===== config.mk =====
export PLATFORM = sky130hd
export DESIGN_NAME = fwd_hazard_ctrl
export DESIGN_NICKNAME = d
export VERILOG_FILES = /design/src/rtl/fwd_hazard_ctrl.sv
export SDC_FILE = /design/constraint.sdc
export NUM_CORES = 1
export LEC_CHECK = 0
export ABC_AREA = 1
export BUFFER_PORTS_ARGS = -buffer_cell sky130_fd_sc_hd__buf_2
export CELL_PAD_IN_SITES_DETAIL_PLACEMENT = 0
export CELL_PAD_IN_SITES_GLOBAL_PLACEMENT = 1
export CORE_AREA = 3 3 46 90
export DETAILED_ROUTE_END_ITERATION = 10
export DIE_AREA = 0 0 49 93
export PLACE_DENSITY = 0.8
export SKIP_LAST_GASP = 1
export SLEW_MARGIN = 20
export SYNTH_ARGS = -nofsm -noshare
export SYNTH_HDL_FRONTEND = slang
export SYNTH_SLANG_ARGS = --single-unit

===== constraint.sdc =====
create_clock -name clk -period 2.6 [get_ports clk]
set_input_delay 0.52 -clock clk [delete_from_list [all_inputs] [get_ports clk]]
set_output_delay 0.52 -clock clk [all_outputs]
set_load 0.01 [all_outputs]

===== src/rtl/fwd_hazard_ctrl.sv =====
// EX operand forwarding selects (1-cycle registered) and load-use stall (combinational);
// pipe_hold freezes all state. Optional stall-cycle counter under FWD_STALL_CNT_EN.
module fwd_hazard_ctrl #(
  parameter int RW = 5
) (
  input  logic          clk,
  input  logic          rst,
  input  logic          pipe_hold,
  input  logic          ex_flush,
  input  logic [RW-1:0] id_rs,
  input  logic [RW-1:0] id_rt,
  input  logic [RW-1:0] id_dst,
  input  logic          id_regwrite,
  input  logic          id_memread,
  output logic [1:0]    fwd_a,
  output logic [1:0]    fwd_b,
  output logic          stall,
  output logic [15:0]   stall_count
);

  localparam logic [1:0] SEL_RF    = 2'b00;
  localparam logic [1:0] SEL_EXMEM = 2'b01;
  localparam logic [1:0] SEL_MEMWB = 2'b10;

  logic [RW-1:0] ex_dst;
  logic          ex_wr;
  logic          ex_ld;
  logic [RW-1:0] mem_dst;
  logic          mem_wr;

  logic [1:0]    sel_a;
  logic [1:0]    sel_b;
  logic          bubble;

  // The younger producer (now in EX, next in MEM) wins over the older one.
  function automatic logic [1:0] fwd_sel(
    input logic [RW-1:0] src,
    input logic [RW-1:0] e_dst,
    input logic          e_wr,
    input logic [RW-1:0] m_dst,
    input logic          m_wr
  );
    logic [1:0] sel;
    sel = SEL_RF;
    if (src != '0) begin
      if (e_wr && (e_dst == src))
        sel = SEL_EXMEM;
      else if (m_wr && (m_dst == src))
        sel = SEL_MEMWB;
    end
    return sel;
  endfunction

  always_comb begin
    stall = ex_ld && ex_wr && (ex_dst != '0) &&
            ((ex_dst == id_rs) || (ex_dst == id_rt));
  end

  always_comb begin
    sel_a  = fwd_sel(id_rs, ex_dst, ex_wr, mem_dst, mem_wr);
    sel_b  = fwd_sel(id_rt, ex_dst, ex_wr, mem_dst, mem_wr);
    bubble = ex_flush || stall;
  end

  always_ff @(posedge clk) begin
    if (rst) begin
      ex_dst  <= '0;
      ex_wr   <= 1'b0;
      ex_ld   <= 1'b0;
      mem_dst <= '0;
      mem_wr  <= 1'b0;
      fwd_a   <= SEL_RF;
      fwd_b   <= SEL_RF;
    end else if (!pipe_hold) begin
      // MEM always advances; a stalled load still moves on and is forwarded from MEM/WB.
      mem_dst <= ex_dst;
      mem_wr  <= ex_wr;
      if (bubble) begin
        ex_dst <= '0;
        ex_wr  <= 1'b0;
        ex_ld  <= 1'b0;
        fwd_a  <= SEL_RF;
        fwd_b  <= SEL_RF;
      end else begin
        ex_dst <= id_dst;
        ex_wr  <= id_regwrite;
        ex_ld  <= id_memread;
        fwd_a  <= sel_a;
        fwd_b  <= sel_b;
      end
    end
  end

`ifdef FWD_STALL_CNT_EN
  logic [15:0] stall_cnt_q;

  always_ff @(posedge clk) begin
    if (rst)
      stall_cnt_q <= '0;
    else if (stall && !pipe_hold && !ex_flush && (stall_cnt_q != 16'hFFFF))
      stall_cnt_q <= stall_cnt_q + 16'd1;
  end

  assign stall_count = stall_cnt_q;
`else
  assign stall_count = 16'd0;
`endif

endmodule


**After elaboration in Yosys (flattened, before gate mapping)**

Index checks and enable logic that the tools add are counted.

- Output and inout bits: 21
- Flip-flop bits (word level): 17
- Logic and storage cells: 34
- Bits of input ports: 21

- Reduce and logical (&&, ||, !) cells: 12
- Mux-type cells: 11
- Equal/unequal tests: 4

Operators by type and width:

| cell | count |
|---|---|
| 5-bit equality test | 4 |
| 2-bit 2-to-1 mux | 8 |
| 5-bit nonzero test | 3 |
| 1-bit logical AND | 7 |
| 5-bit 2-to-1 mux | 1 |
| 1-bit logical OR | 2 |
| 1-bit 2-to-1 mux | 2 |

**Logic depth before layout (Yosys ltp)**

- Depth in word-level cells: 6
- Gate-level depth with buffers: 10
- Gate-level depth less buffers: 10

**Worst setup path after synthesis**

Ideal clock, no wire load.

- Path type: in2out
- From: input port id_rs[2]
- To: output port stall
- Slack: 0.868 ns
- Stages: 9
- Required time: 2.080 ns
- Arrival time: 1.212 ns
- Path buffers: 1
- Path through: inv_1 > nand2_1 > nand2_1 > nor2_2 > nand3_2 > nand2_2 > nand2_4 > buf_8 > inv_1

- Word-level cells in the longest chain between the ends: 3

RTL lines:

| element | RTL line | text |
|---|---|---|
| start, declared | 10 | `input logic [RW-1:0] id_rs,` |
| 5-bit equality test | 56 | `((ex_dst == id_rs) \|\| (ex_dst == id_rt));` |
| 1-bit logical OR | 56 |  |
| 1-bit logical AND | 55 | `stall = ex_ld && ex_wr && (ex_dst != '0) &&` |
| end, declared | 17 | `output logic stall,` |

No other way between the ends.

**Final worst setup path**

- From: register ex_dst[0]
- To: output port stall

- Word-level cells in the longest chain between the ends: 3
- Elaborated cells on any way between the ends: 6
- Those cells by class: 2 x eq/ne; 4 x reduce/logical

RTL lines:

| element | RTL line | text |
|---|---|---|
| start, declared | 25 | `logic [RW-1:0] ex_dst;` |
| start signal, assigned | 85 | `ex_dst <= id_dst;` |
| 5-bit equality test / 5-bit nonzero test (equally long branches) | 56, 55 |  |
| 1-bit logical OR / 1-bit logical AND (equally long branches) | 56, 55 |  |
| 1-bit logical AND (*) | 55 |  |

Mark *: on every way between the ends. The rest lies on a longest branch, timed or not.

==> impl_metrics.csv <==
group,metric,value,unit
outcome,status,"complete, no violations",
setup_path,endpoint_kind,"output port",
layout,fin_nets,242,
setup_path,cp_top_family,"simple AND/OR/NAND/NOR gates",
setup_path,critPathRequiredTime,2.08,ns
clock_network,clk_path_buf_depth,2,
power_and_ir_drop,power_leakage,0.679,nW
setup_path,crit_arrival,1.53,ns
drt,dr.pass1.iters,4,
timing,setup_tns,0,ns
layout,fin_util,39.0,%
layout,drive_above_1_share,21.4,%
logic_synthesis,synth.area.mux_share,0,%
grt,grt_pass1_vias,1223,
grt,grt_use_total,15.6,%
drt,vias,1195,
timing,setup_viol,0,
logic_synthesis,yosysSeqAreaShare,26.6,%
drt,drtIter0Drc,14,
timing,rsz0062_at_grt,"no",
logic_synthesis,synth_ff_type,"dfxtp_1",
logic_synthesis,synth_edf_count,0,
clock_network,cts.clk_slew.worst_paths,0.06,ns
place,gp_congestion,0.792,
clock_network,cts_buffers,3,
setup_path,worstSetupStartpointType,"flip-flop",
place,place_area,1360,um2
logic_synthesis,synth_adder_area_share,0,%
grt,grt_pass1_wl,5.48,mm
setup_path,rrSetupSlack,1.18,ns
logic_synthesis,synth-seq-cells,17,
clock_network,cts_setup_buffers,0,
grt,grt-ovfl-total,0,
drt,drc,0,
flow_run,cap_violations,0,
layout,diodes,0,
floorplanning,core_area,3610,um2
grt,grt_max_degree,21,
setup_path,cp_num_buf_inv,3,
floorplanning,num_io_pins,42,
timing,finalClockSkew,0.00132,ns
logic_synthesis,synthXorXnorAreaFrac,4.79,%
timing,fmax,489,MHz
floorplanning,rows,31,
setup_path,cp_slowest_cell,"dfxtp_1",
grt,antenna_found_initial,0,
power_and_ir_drop,finalPower,595,uW
drt,detail-route-antenna-nets,0,
logic_synthesis,synth_area,1280,um2
logic_synthesis,synth_simple_gate_area_share,38.2,%
power_and_ir_drop,peakVddDrop,253,uV
timing,fin_crit,2.05,ns
drt,vias_per_cell,4.44,
floorplanning,dieWidth,49,um
clock_network,ctsResizeCount,0,
logic_synthesis,synthArstFlopShare,0,%
clock_network,htreeDepth,1,
layout,fin_area,1410,um2
setup_path,worstPathCellList,"nor3_1, nand3_1, nand3_1, inv_1, nand2_4, inv_1, buf_2",
logic_synthesis,syn_avg_cell_area,6.50,um2
logic_synthesis,synth_top_family_by_area,"simple AND/OR/NAND/NOR gates",
floorplanning,fp.dieArea,4560,um2
clock_network,numClockSinks,17,
floorplanning,start_util,35.5,%
clock_network,hold_buffers,0,
place,dp_hpwl,2.54,mm
drt,wl_per_cell,11.7,um
layout,syn2layout_area_growth,9.78,%
timing,whs,0.453,ns
timing,min_period_over_period,78.7,%
clock_network,clk_latency,0.25,ns
setup_path,crit_type,"reg -> out",
setup_path,slowest_delay,0.36,ns
clock_network,cts_tree,"built",
clock_network,cts_root_buf,"clkbuf_8",
logic_synthesis,synth_cells,197,
logic_synthesis,ys_warn_count,0,
logic_synthesis,synth_compound_area_share,9.78,%
drt,wl,3.14,mm
floorplanning,die_y,93,um
power_and_ir_drop,p_per_area,424,nW/um2
place,port-buffer-count,25,
setup_path,worst-path-max-fanout,12,
logic_synthesis,synth_cell_types,28,
min_path,hold_class,"reg -> reg",
timing,hold_viol,0,
timing,finalMaxSlewViolations,0,
[power by group]
part           switching [mW]  internal, mW
logic                  0.0750        0.0435
registers             0.00977         0.269
clock network          0.0891         0.109
[sequential cells by signal, indices dropped and copies added, names as in the netlist]
signal	count
mem_wr	1
fwd_a	2
mem_dst	5
fwd_b	2
ex_dst	5
ex_wr	1
ex_ld	1
[routing by layer]
layer | routed length, um | up-vias | GRT usage (%)
li1 | - | 627 | -
met1 | 1150 | 525 | 15.5
met2 | 1770 | 34 | 29.9
met3 | 120 | 9 | 2.07
met4 | 102 | 0 | 8.79
met5 | 0 | - | 0
[placed cells by master (no fill, tap or decap), types with 3 or more instances in the layout]
cell / netlist / final
nor3_1: 3 / 3
a211oi_1: 5 / 5
inv_2: 4 / 4
a21oi_1: 9 / 9
nand3_2: 4 / 4
nand3b_1: 6 / 6
clkbuf_8: 0 / 3
nand2_1: 59 / 59
dfxtp_1: 17 / 17
nand3_1: 7 / 7
buf_2: 1 / 25
nor2_1: 21 / 21
xnor2_1: 5 / 5
conb_1: 1 / 16
a21oi_2: 3 / 3
inv_1: 18 / 18
[layout make-up]
cell class,instances,area [um2]
clock buffers,4,45.0
repair buffers,27,140
multi-input cells,150,736
well taps,49,61.3
fillers,429,2200
flip-flops and latches,17,340
inverters,22,82.6
[per-stage QoR]
stage | instances | setup WS [ns]
2_1_floorplan | 212 | 0.868
3_3_place_gp | 265 | 0.599
3_5_place_dp | 265 | 0.577
4_1_cts | 269 | 0.512
5_1_grt | 269 | 0.384
6_report | 269 | 0.555
[worst min-delay path: stages, from the launching register on]
cell and delay [ns]:
dfxtp_1 0.31, nand2_1 0.05, a21oi_1 0.05
[final timing paths]
check / startpoint / cells past startpoint / endpoint
max: ex_dst[0] / 7 / stall
min: fwd_a[1] / 2 / fwd_a[1]
max reg2reg: ex_dst[0] / 7 / fwd_a[1]
min reg2reg: fwd_a[1] / 2 / fwd_a[1]
[synth_stat cells (2+ instances only)]
| master | instances | area [um2] |
|---|---|---|
| a211oi_1 | 5 | 37.5 |
| a21oi_1 | 9 | 45.0 |
| a21oi_2 | 3 | 26.3 |
| buf_4 | 17 | 128 |
| buf_6 | 2 | 22.5 |
| clkbuf_1 | 2 | 7.51 |
| dfxtp_1 | 17 | 340 |
| inv_1 | 18 | 67.6 |
| inv_2 | 4 | 15.0 |
| nand2_1 | 59 | 221 |
| nand3_1 | 7 | 35.0 |
| nand3_2 | 4 | 40.0 |
| nand3b_1 | 6 | 45.0 |
| nor2_1 | 21 | 78.8 |
| nor2_2 | 2 | 12.5 |
| nor3_1 | 3 | 15.0 |
| o21ai_0 | 2 | 10.0 |
| xnor2_1 | 5 | 43.8 |
| xor2_1 | 2 | 17.5 |
[kinds of logic after synthesis]
kind of cell | after synthesis
buf+inv | 45
flops | 17
compound gates | 20
xor+xnor | 7
other cells | 1
simple gates | 107
Note: power is estimated with default switching activity, not from simulation.
